## src/rtl/ccff_chain_loader_if.sv

```systemverilog
// rtl/ccff_chain_loader_if.sv - config word input stream and readback word output stream
interface ccff_chain_loader_if #(
   parameter int DATA_W = 8
);
   logic              in_valid;
   logic [DATA_W-1:0] in_data;
   logic              in_ready;
   logic              out_valid;
   logic [DATA_W-1:0] out_data;
   logic              out_ready;

   modport master (
      output in_valid, in_data, out_ready,
      input  in_ready, out_valid, out_data
   );

   modport slave (
      input  in_valid, in_data, out_ready,
      output in_ready, out_valid, out_data
   );
endinterface

```

## src/rtl/ccff_chain_loader.sv

```systemverilog
// rtl/ccff_chain_loader.sv - serial loader / recirculating readback sequencer for a p_ccff scan chain
module ccff_chain_loader #(
   parameter int CHAIN_LEN = 16,
   parameter int DATA_W    = 8
) (
   input  logic                prog_clk,
   input  logic                prog_reset_n,
   input  logic                start_load,
   input  logic                start_readback,
   input  logic                abort,
   ccff_chain_loader_if.slave  bus,
   output logic                ccff_head,
   input  logic                ccff_tail,
   output logic                ccff_clk_en,
   output logic                busy,
   output logic                done
);
   localparam int CNT_W = $clog2(CHAIN_LEN + 1);
   localparam int WB_W  = $clog2(DATA_W + 1);
   localparam logic [CNT_W-1:0] CNT_END = CNT_W'(CHAIN_LEN);
   localparam logic [WB_W-1:0]  WB_END  = WB_W'(DATA_W);

   typedef enum logic [2:0] {
      IDLE, LD_FETCH, LD_SHIFT, RB_SHIFT, RB_OUT, DONE
   } state_t;

   state_t            state, state_nxt;
   logic [CNT_W-1:0]  bit_cnt;
   logic [WB_W-1:0]   word_bits;
   logic [DATA_W-1:0] shreg;
   logic [DATA_W-1:0] out_data_q;

   logic [CNT_W-1:0]  bit_cnt_inc;
   logic [WB_W-1:0]   word_bits_inc;
   logic [DATA_W-1:0] capture;
   logic              chain_end;
   logic              word_end;

   assign bit_cnt_inc   = bit_cnt + CNT_W'(1);
   assign word_bits_inc = word_bits + WB_W'(1);
   assign chain_end     = (bit_cnt_inc == CNT_END);
   assign word_end      = (word_bits_inc == WB_END);
   assign capture       = (shreg << 1) | DATA_W'(ccff_tail);

   assign busy         = (state != IDLE);
   assign bus.out_data = out_data_q;

   always_ff @(posedge prog_clk or negedge prog_reset_n) begin
      if (!prog_reset_n) begin
         state <= IDLE;
      end else begin
         state <= state_nxt;
      end
   end

   always_comb begin
      state_nxt    = state;
      bus.in_ready  = 1'b0;
      bus.out_valid = 1'b0;
      ccff_clk_en  = 1'b0;
      ccff_head    = 1'b0;
      done         = 1'b0;
      unique case (state)
         IDLE: begin
            if (start_load) begin
               state_nxt = LD_FETCH;
            end else if (start_readback) begin
               state_nxt = RB_SHIFT;
            end
         end
         LD_FETCH: begin
            bus.in_ready = 1'b1;
            if (bus.in_valid) begin
               state_nxt = LD_SHIFT;
            end
         end
         LD_SHIFT: begin
            ccff_clk_en = 1'b1;
            ccff_head   = shreg[DATA_W-1];
            if (chain_end) begin
               state_nxt = DONE;
            end else if (word_end) begin
               state_nxt = LD_FETCH;
            end
         end
         RB_SHIFT: begin
            // Tail bit goes straight back into the head so readback is non-destructive
            ccff_clk_en = 1'b1;
            ccff_head   = ccff_tail;
            if (chain_end || word_end) begin
               state_nxt = RB_OUT;
            end
         end
         RB_OUT: begin
            bus.out_valid = 1'b1;
            if (bus.out_ready) begin
               state_nxt = (bit_cnt == CNT_END) ? DONE : RB_SHIFT;
            end
         end
         DONE: begin
            done      = 1'b1;
            state_nxt = IDLE;
         end
         default: state_nxt = IDLE;
      endcase
      if (abort && (state != IDLE)) begin
         state_nxt = IDLE;
      end
   end

   always_ff @(posedge prog_clk or negedge prog_reset_n) begin
      if (!prog_reset_n) begin
         bit_cnt    <= '0;
         word_bits  <= '0;
         shreg      <= '0;
         out_data_q <= '0;
      end else if (!abort || (state == IDLE)) begin
         unique case (state)
            IDLE: begin
               if (start_load || start_readback) begin
                  bit_cnt   <= '0;
                  word_bits <= '0;
                  shreg     <= '0;
               end
            end
            LD_FETCH: begin
               if (bus.in_valid) begin
                  shreg     <= bus.in_data;
                  word_bits <= '0;
               end
            end
            LD_SHIFT: begin
               shreg     <= shreg << 1;
               bit_cnt   <= bit_cnt_inc;
               word_bits <= word_bits_inc;
            end
            RB_SHIFT: begin
               shreg     <= capture;
               bit_cnt   <= bit_cnt_inc;
               word_bits <= word_bits_inc;
               // A short final word is left-justified with zero fill
               if (chain_end || word_end) begin
                  out_data_q <= capture << (WB_END - word_bits_inc);
               end
            end
            RB_OUT: begin
               if (bus.out_ready) begin
                  word_bits <= '0;
                  shreg     <= '0;
               end
            end
            default: ;
         endcase
      end
   end
endmodule
```

## src/flat_wrapper.sv

```systemverilog
// flat-port wrapper written by rule: the top's interface ports become plain ports
module ccff_chain_loader_flat 
#(
   parameter int CHAIN_LEN = 16,
   parameter int DATA_W    = 8
)
  (prog_clk, prog_reset_n, start_load, start_readback, abort, ccff_head, ccff_tail, ccff_clk_en, busy, done, bus_in_valid, bus_in_data, bus_out_ready, bus_in_ready, bus_out_valid, bus_out_data);
  ccff_chain_loader_if #(.DATA_W(DATA_W)) bus_i ();
  input  logic prog_clk;
  input  logic prog_reset_n;
  input  logic start_load;
  input  logic start_readback;
  input  logic abort;
  output logic ccff_head;
  input  logic ccff_tail;
  output logic ccff_clk_en;
  output logic busy;
  output logic done;
  input wire logic [$bits(bus_i.in_valid)-1:0] bus_in_valid;
  input wire logic [$bits(bus_i.in_data)-1:0] bus_in_data;
  input wire logic [$bits(bus_i.out_ready)-1:0] bus_out_ready;
  output wire logic [$bits(bus_i.in_ready)-1:0] bus_in_ready;
  output wire logic [$bits(bus_i.out_valid)-1:0] bus_out_valid;
  output wire logic [$bits(bus_i.out_data)-1:0] bus_out_data;
  assign bus_i.in_valid = bus_in_valid;
  assign bus_i.in_data = bus_in_data;
  assign bus_i.out_ready = bus_out_ready;
  assign bus_in_ready = bus_i.in_ready;
  assign bus_out_valid = bus_i.out_valid;
  assign bus_out_data = bus_i.out_data;
  ccff_chain_loader #(.CHAIN_LEN(CHAIN_LEN), .DATA_W(DATA_W)) u_core (.prog_clk(prog_clk), .prog_reset_n(prog_reset_n), .start_load(start_load), .start_readback(start_readback), .abort(abort), .bus(bus_i), .ccff_head(ccff_head), .ccff_tail(ccff_tail), .ccff_clk_en(ccff_clk_en), .busy(busy), .done(done));
endmodule
```

## config.mk

```make
export PLATFORM = sky130hd
export DESIGN_NAME = ccff_chain_loader_flat
export DESIGN_NICKNAME = d
export VERILOG_FILES = /design/src/rtl/ccff_chain_loader_if.sv /design/src/rtl/ccff_chain_loader.sv /design/src/flat_wrapper.sv
export SDC_FILE = /design/constraint.sdc
export NUM_CORES = 1
export LEC_CHECK = 0
export ABC_CLOCK_PERIOD_IN_PS = 1800
export BUFFER_PORTS_ARGS = -buffer_cell sky130_fd_sc_hd__buf_2
export CAP_MARGIN = 20
export CORE_MARGIN = 10
export CORE_UTILIZATION = 51
export DETAILED_ROUTE_END_ITERATION = 8
export MAX_ROUTING_LAYER = met4
export PLACE_DENSITY = 0.76
export SETUP_SLACK_MARGIN = 0.02
export SLEW_MARGIN = 0
export SYNTH_ARGS = -nofsm -noshare
export SYNTH_HDL_FRONTEND = slang
export SYNTH_SLANG_ARGS = --single-unit
export TNS_END_PERCENT = 10
```

## constraint.sdc

```tcl
create_clock -name prog_clk -period 1.8 [get_ports prog_clk]
set_input_delay 0.54 -clock prog_clk [delete_from_list [all_inputs] [get_ports prog_clk]]
set_output_delay 0.54 -clock prog_clk [all_outputs]
set_load 0.01 [all_outputs]
```

---- Word-level counts from Yosys, hierarchy flattened ----
Index checks and enable logic that the tools add are counted.
cells by class
  muxes and demuxes ....................... 25
  equal/unequal tests ..................... 16
  reductions and logical operators ........ 16
  $add $sub $neg .......................... 3
  shift operators ......................... 1
  bitwise logic cells ..................... 1
operator list
  kind                                                                   count
  8-bit case mux with 5 select lines                                     1
  3-bit 2-to-1 mux                                                       9
  8-bit 2-to-1 mux                                                       3
  4-bit case mux with 4 select lines                                     1
  3-bit case mux with 5 select lines                                     1
  5-bit AND reduction                                                    3
  4-bit 2-to-1 mux                                                       3
  5-bit equality test, second input constant                             2
  5-bit case mux with 2 select lines                                     1
  8-bit by 1-bit bitwise OR with 8-bit output                            1
  8-bit by 4-bit left shift with 8-bit output                            1
  3-bit by 2-bit equality test with 1-bit output, second input constant  2
  3-bit equality test, second input constant                             2
  2-bit != test, second input constant                                   3
  3-bit by 2-bit != test with 1-bit output, second input constant        2
  3-bit AND reduction                                                    2
  5-bit by 1-bit adder with 5-bit output, second input constant          1
  5-bit 2-to-1 mux                                                       1
  5-bit nonzero test                                                     1
  4-bit by 1-bit adder with 4-bit output, second input constant          1
  4-bit equality test, second input constant                             1
  1-bit 2-to-1 mux                                                       4
  4-bit by 1-bit != test with 1-bit output, second input constant        1
  4-bit by 3-bit != test with 1-bit output, second input constant        1
  other kinds (12)                                                       14
storage, ports and cells
  input bits .............................. 16
  register bits after elaboration ......... 28
  word-level logic and storage cells ...... 67
  output and inout port bits .............. 14

---- Logic depth before layout (Yosys ltp) ----
  word-level depth ........................ 6
  mapped depth ............................ 7
  mapped depth without buffers ............ 7

---- Worst setup path after synthesis ----
OpenSTA, ideal clock, no wires.
  path kind ............................... flip-flop to flip-flop
  from .................................... register u_core.word_bits[1]
  to ...................................... register u_core.out_data_q[5], in the netlist u_core.bus.out_data[5]
  data required time ...................... 1.679 ns
  clock period less this slack ............ 1.927 ns
  slack ................................... -0.127 ns
  library setup time ...................... 0.121 ns
  stages on the path, launching flop included .. 7
  path buffers ............................ 1
  data arrival time ....................... 1.806 ns
  path through ............................ dfrtp_1 > ha_1 > clkbuf_1 > mux4_2 > mux2i_1 > nor2_1 > a22o_1
between the ends
  word-level cells in the longest chain between the ends .. 4
  elaborated cells between the ends (all ways) .. 6
  classes of those cells .................. add/sub (2); eq/ne (1); shift (1); reduce/logical (2)
RTL lines
  what                                                      RTL line                  source
  start, declared                                           ccff_chain_loader.sv:29   logic [WB_W-1:0] word_bits;
  start signal, assigned                                    ccff_chain_loader.sv:135  word_bits <= word_bits_inc;
  start signal, assigned                                    ccff_chain_loader.sv:140  word_bits <= word_bits_inc;
  4-bit by 1-bit adder with 4-bit output (*)                ccff_chain_loader.sv:40   assign word_bits_inc = word_bits + WB_W'(1);
  branches (longest 3 deep; another with 4-bit subtractor)  n/a
  end signal, assigned                                      ccff_chain_loader.sv:143  out_data_q <= capture << (WB_END - word_bits_inc);
  end, declared                                             ccff_chain_loader.sv:31   logic [DATA_W-1:0] out_data_q;
Mark *: on every way between the ends.
A chain may end at the register's enable or synchronous reset.

---- Worst setup path after layout ----
  from .................................... register u_core.state[1]
  to ...................................... register u_core.shreg[3]
between the ends
  word-level cells in the longest chain between the ends .. 3
  elaborated cells between the ends (all ways) .. 12
  classes of those cells .................. eq/ne (7); mux (1); reduce/logical (4)
RTL lines
  what                                                                          RTL line                  source
  start, declared                                                               ccff_chain_loader.sv:27   state_t state, state_nxt;
  start signal, assigned                                                        ccff_chain_loader.sv:52   state <= state_nxt;
  3-bit by 1-bit equality test with 1-bit output, or another cell as far along  ccff_chain_loader.sv:118  unique case (state)
  5-bit nonzero test (no source line), or another cell as far along             n/a
  5-bit AND reduction (no source line)                                          n/a
  end signal, assigned                                                          ccff_chain_loader.sv:128  shreg <= bus.in_data;
  end signal, assigned                                                          ccff_chain_loader.sv:133  shreg <= shreg << 1;
  end signal, assigned                                                          ccff_chain_loader.sv:138  shreg <= capture;
  end, declared                                                                 ccff_chain_loader.sv:30   logic [DATA_W-1:0] shreg;
Parallel ways exist; a longest one is shown, timed or not.

==> out/results.tsv <==
metric	value	unit
Slew HR	58.8	%
syn_area_per_cell	9.71	sq um
Seq/Total Area, Yosys	36.5	%
ys flop type	dfrtp_1	
Initial Util	52.5	%
routability cong.	0.891	
maximum VDD drop	0.876	mV
Area contributors post-synth	dfrtp_1 (36%), a22o_1 (5.9%), mux4_2 (5.9%), o21ai_0 (5.5%), mux2_2 (5.3%)	
post-DR vias/cell	5.71	
initial antenna violation count	0	
CTS root buf	clkbuf_8	
FMAX	0.528	GHz
Arr. time, crit path	2.06	ns
Power per Cell Area	1480	nW/um^2
worst setup margin	-0.0957	ns
die width	81.4	microns
Startpoint Class	flop	
die area	6620	sq um
Wirelength per Cell	16.6	microns
Slew @ Worst Pin	0.618	ns
Via Count	1730	
IO Count	30	
commonest cells in the synthesized netlist	dfrtp_1 (28), o21ai_0 (21), nor2_1 (17)	
fillers	270	
post-route minimum period	1.90	ns
Synth-to-Final Area Change	32.3	%
most frequent cell after synthesis	dfrtp_1	
GRT Util Overall	15.3	%
Yosys reg bits	28	
Mapped Cells	198	
First DRT Iteration DRCs	125	
largest net degree at the start of global routing	29	
failing checks	negative setup slack	
Reg clk slew, reported paths	0.10	ns
clock buffer depth	2	
CP Capture Type	flop	
Worst Path Max Fanout	4	
CTS tree	built	
Pleak	0.00116	uW
clk_skew	0.00579	ns
Final Hold Viols	0	
Mapped Area	1920	sq um
die height	81.4	microns
worst hold slack	0.257	ns
hpwl dp	3430	microns
fin util	69.4	%
htree depth	1	
Final period util	105	%
worst min path class	in -> async	
critical path class	reg -> reg	
warnings from Yosys	0	
first-pass GRT wire length	7970	microns
vias in the first global route	1640	
Num CTS Buffers	3	
First-pass DRT Iterations	4	
global route overflow	0	
layout cells sized above 1	39.2	%
worst skew pair latency	0.28	ns
CTS sink count	28	
Routed Antenna Nets	0	
Req. time, crit path	1.97	ns
setup violators final	12	
EDFF count, synth	0	
RSZ-0062 raised after global routing	true	
final WL	5030	microns
outcome	finished, violations left	
syn_nets	217	
Post-Layout Cell Count	303	
# rows	22	
FFs w/ async S/R, synth	100	%
CORE AREA	3660	sq um
share of the synthesized area in the top cell type	36.5	%
fin. max-slew vios	0	
post-synth top area cell	dfrtp_1	
nets@finish	275	
Post-Place Cells	291	
post-synth cell types	47	
# diodes	0	
PortBufs	29	
drt drc	0	
max cap viols	0	
-- final timing paths --
check                                  startpoint                      to  slack (ns)  cells past startpoint
max                               u_core.state[1]         u_core.shreg[3]        -0.1                      7
min                                  prog_reset_n         u_core.state[1]        0.26                      1
max reg2reg                       u_core.state[1]         u_core.shreg[3]        -0.1                      7
min reg2reg                u_core.bus.out_data[3]  u_core.bus.out_data[3]        0.48                      2
max in group asynchronous            prog_reset_n         u_core.state[2]        1.10                      1
min in group prog_clk      u_core.bus.out_data[3]  u_core.bus.out_data[3]        0.48                      2
-- where the power goes --
group	internal [uW]	switching [uW]
clock network	298	206
logic	1250	1080
registers	761	172
total	2310	1460
-- sequential cells by signal, summed over array words and instances (netlist names) --
register,cells
u_core.state,3
u_core.word_bits,4
u_core.shreg,8
u_core.bus.out_data,8
u_core.bit_cnt,5
-- per-layer routing --
layer	GRT usage [%]	vias to the layer above	part of all wire, %
li1	-	852	-
met1	19.4	835	44
met2	24.8	37	51
met3	2.10	6	3.2
met4	4.33	0	1.5
met5	-	-	0
-- repair_timing --
item | 4_1_cts | 5_1_grt
buffers inserted | 7 | 1
pin swaps | 2 | 5
hold endpoints to repair | 0 | 0
endpoints found under the setup margin | 21 | 26
resized for setup | 20 | 14
hold buffers | 0 | 0
-- cell families (layout without fill, tap and decap cells) --
| logic type | Yosys count | after routing | synth area share (%) |
|---|---|---|---|
| buffers and inverters | 15 | 72 | 3.97 |
| flip-flops | 28 | 28 | 36.5 |
| adder cells (fa/ha/maj) | 3 | 3 | 1.95 |
| AO/OA/AOI/OAI | 60 | 60 | 22.0 |
| AND/OR/NAND/NOR | 68 | 68 | 19.5 |
| XOR/XNOR | 4 | 4 | 1.82 |
| multiplexers | 20 | 20 | 14.3 |
-- per-stage QoR --
stage	worst slack, ns	cell area (sq um)	total power [uW]	setup TNS [ns]
floorplan	-0.0459	1930	2180	-0.323
global placement	-0.0958	2270	2710	-0.673
detailed placement	-0.120	2270	2750	-0.885
finish	-0.0957	2540	3770	-0.899
CTS	-0.0719	2480	3620	-0.524
global route	-0.156	2540	4030	-1.76
-- worst max-delay path, cell delays in order (launching register included) --
cell and delay [ns]:
dfrtp_1 0.41, buf_6 0.12, nor2_4 0.11, mux2_4 0.31, o32a_4 0.21, nor2_4 0.19
buf_6 0.14, mux2_4 0.29
-- cell type report --
class                           count  area (sq um)  share of cell area (%)
Inverter                            5          21.3                   0.837
Multi-Input combinational cell    155          1250                    49.0
Timing Repair Buffer               63           442                    17.4
Tap cell                           48          60.1                    2.36
Sequential cell                    28           702                    27.6
Clock inverter                      1          30.0                    1.18
Clock buffer                        3          41.3                    1.62
-- cell usage in the layout (no fill, tap or decap), drive strengths merged, types with 2 or more instances in the layout --
| cell | count |
|---|---|
| a21boi | 2 |
| a21o | 2 |
| a21oi | 7 |
| a22o | 13 |
| a32o | 2 |
| and2 | 5 |
| buf | 63 |
| clkbuf | 3 |
| dfrtp | 28 |
| ha | 3 |
| inv | 5 |
| mux2 | 9 |
| mux2i | 6 |
| mux4 | 5 |
| nand2 | 14 |
| nand2b | 6 |
| nand3 | 5 |
| nand3b | 2 |
| nor2 | 18 |
| nor2b | 6 |
| nor3 | 2 |
| o211ai | 2 |
| o21a | 2 |
| o21ai | 21 |
| o31ai | 3 |
| or2b | 2 |
| xor2 | 3 |
Note: power is estimated with default switching activity, not from simulation.
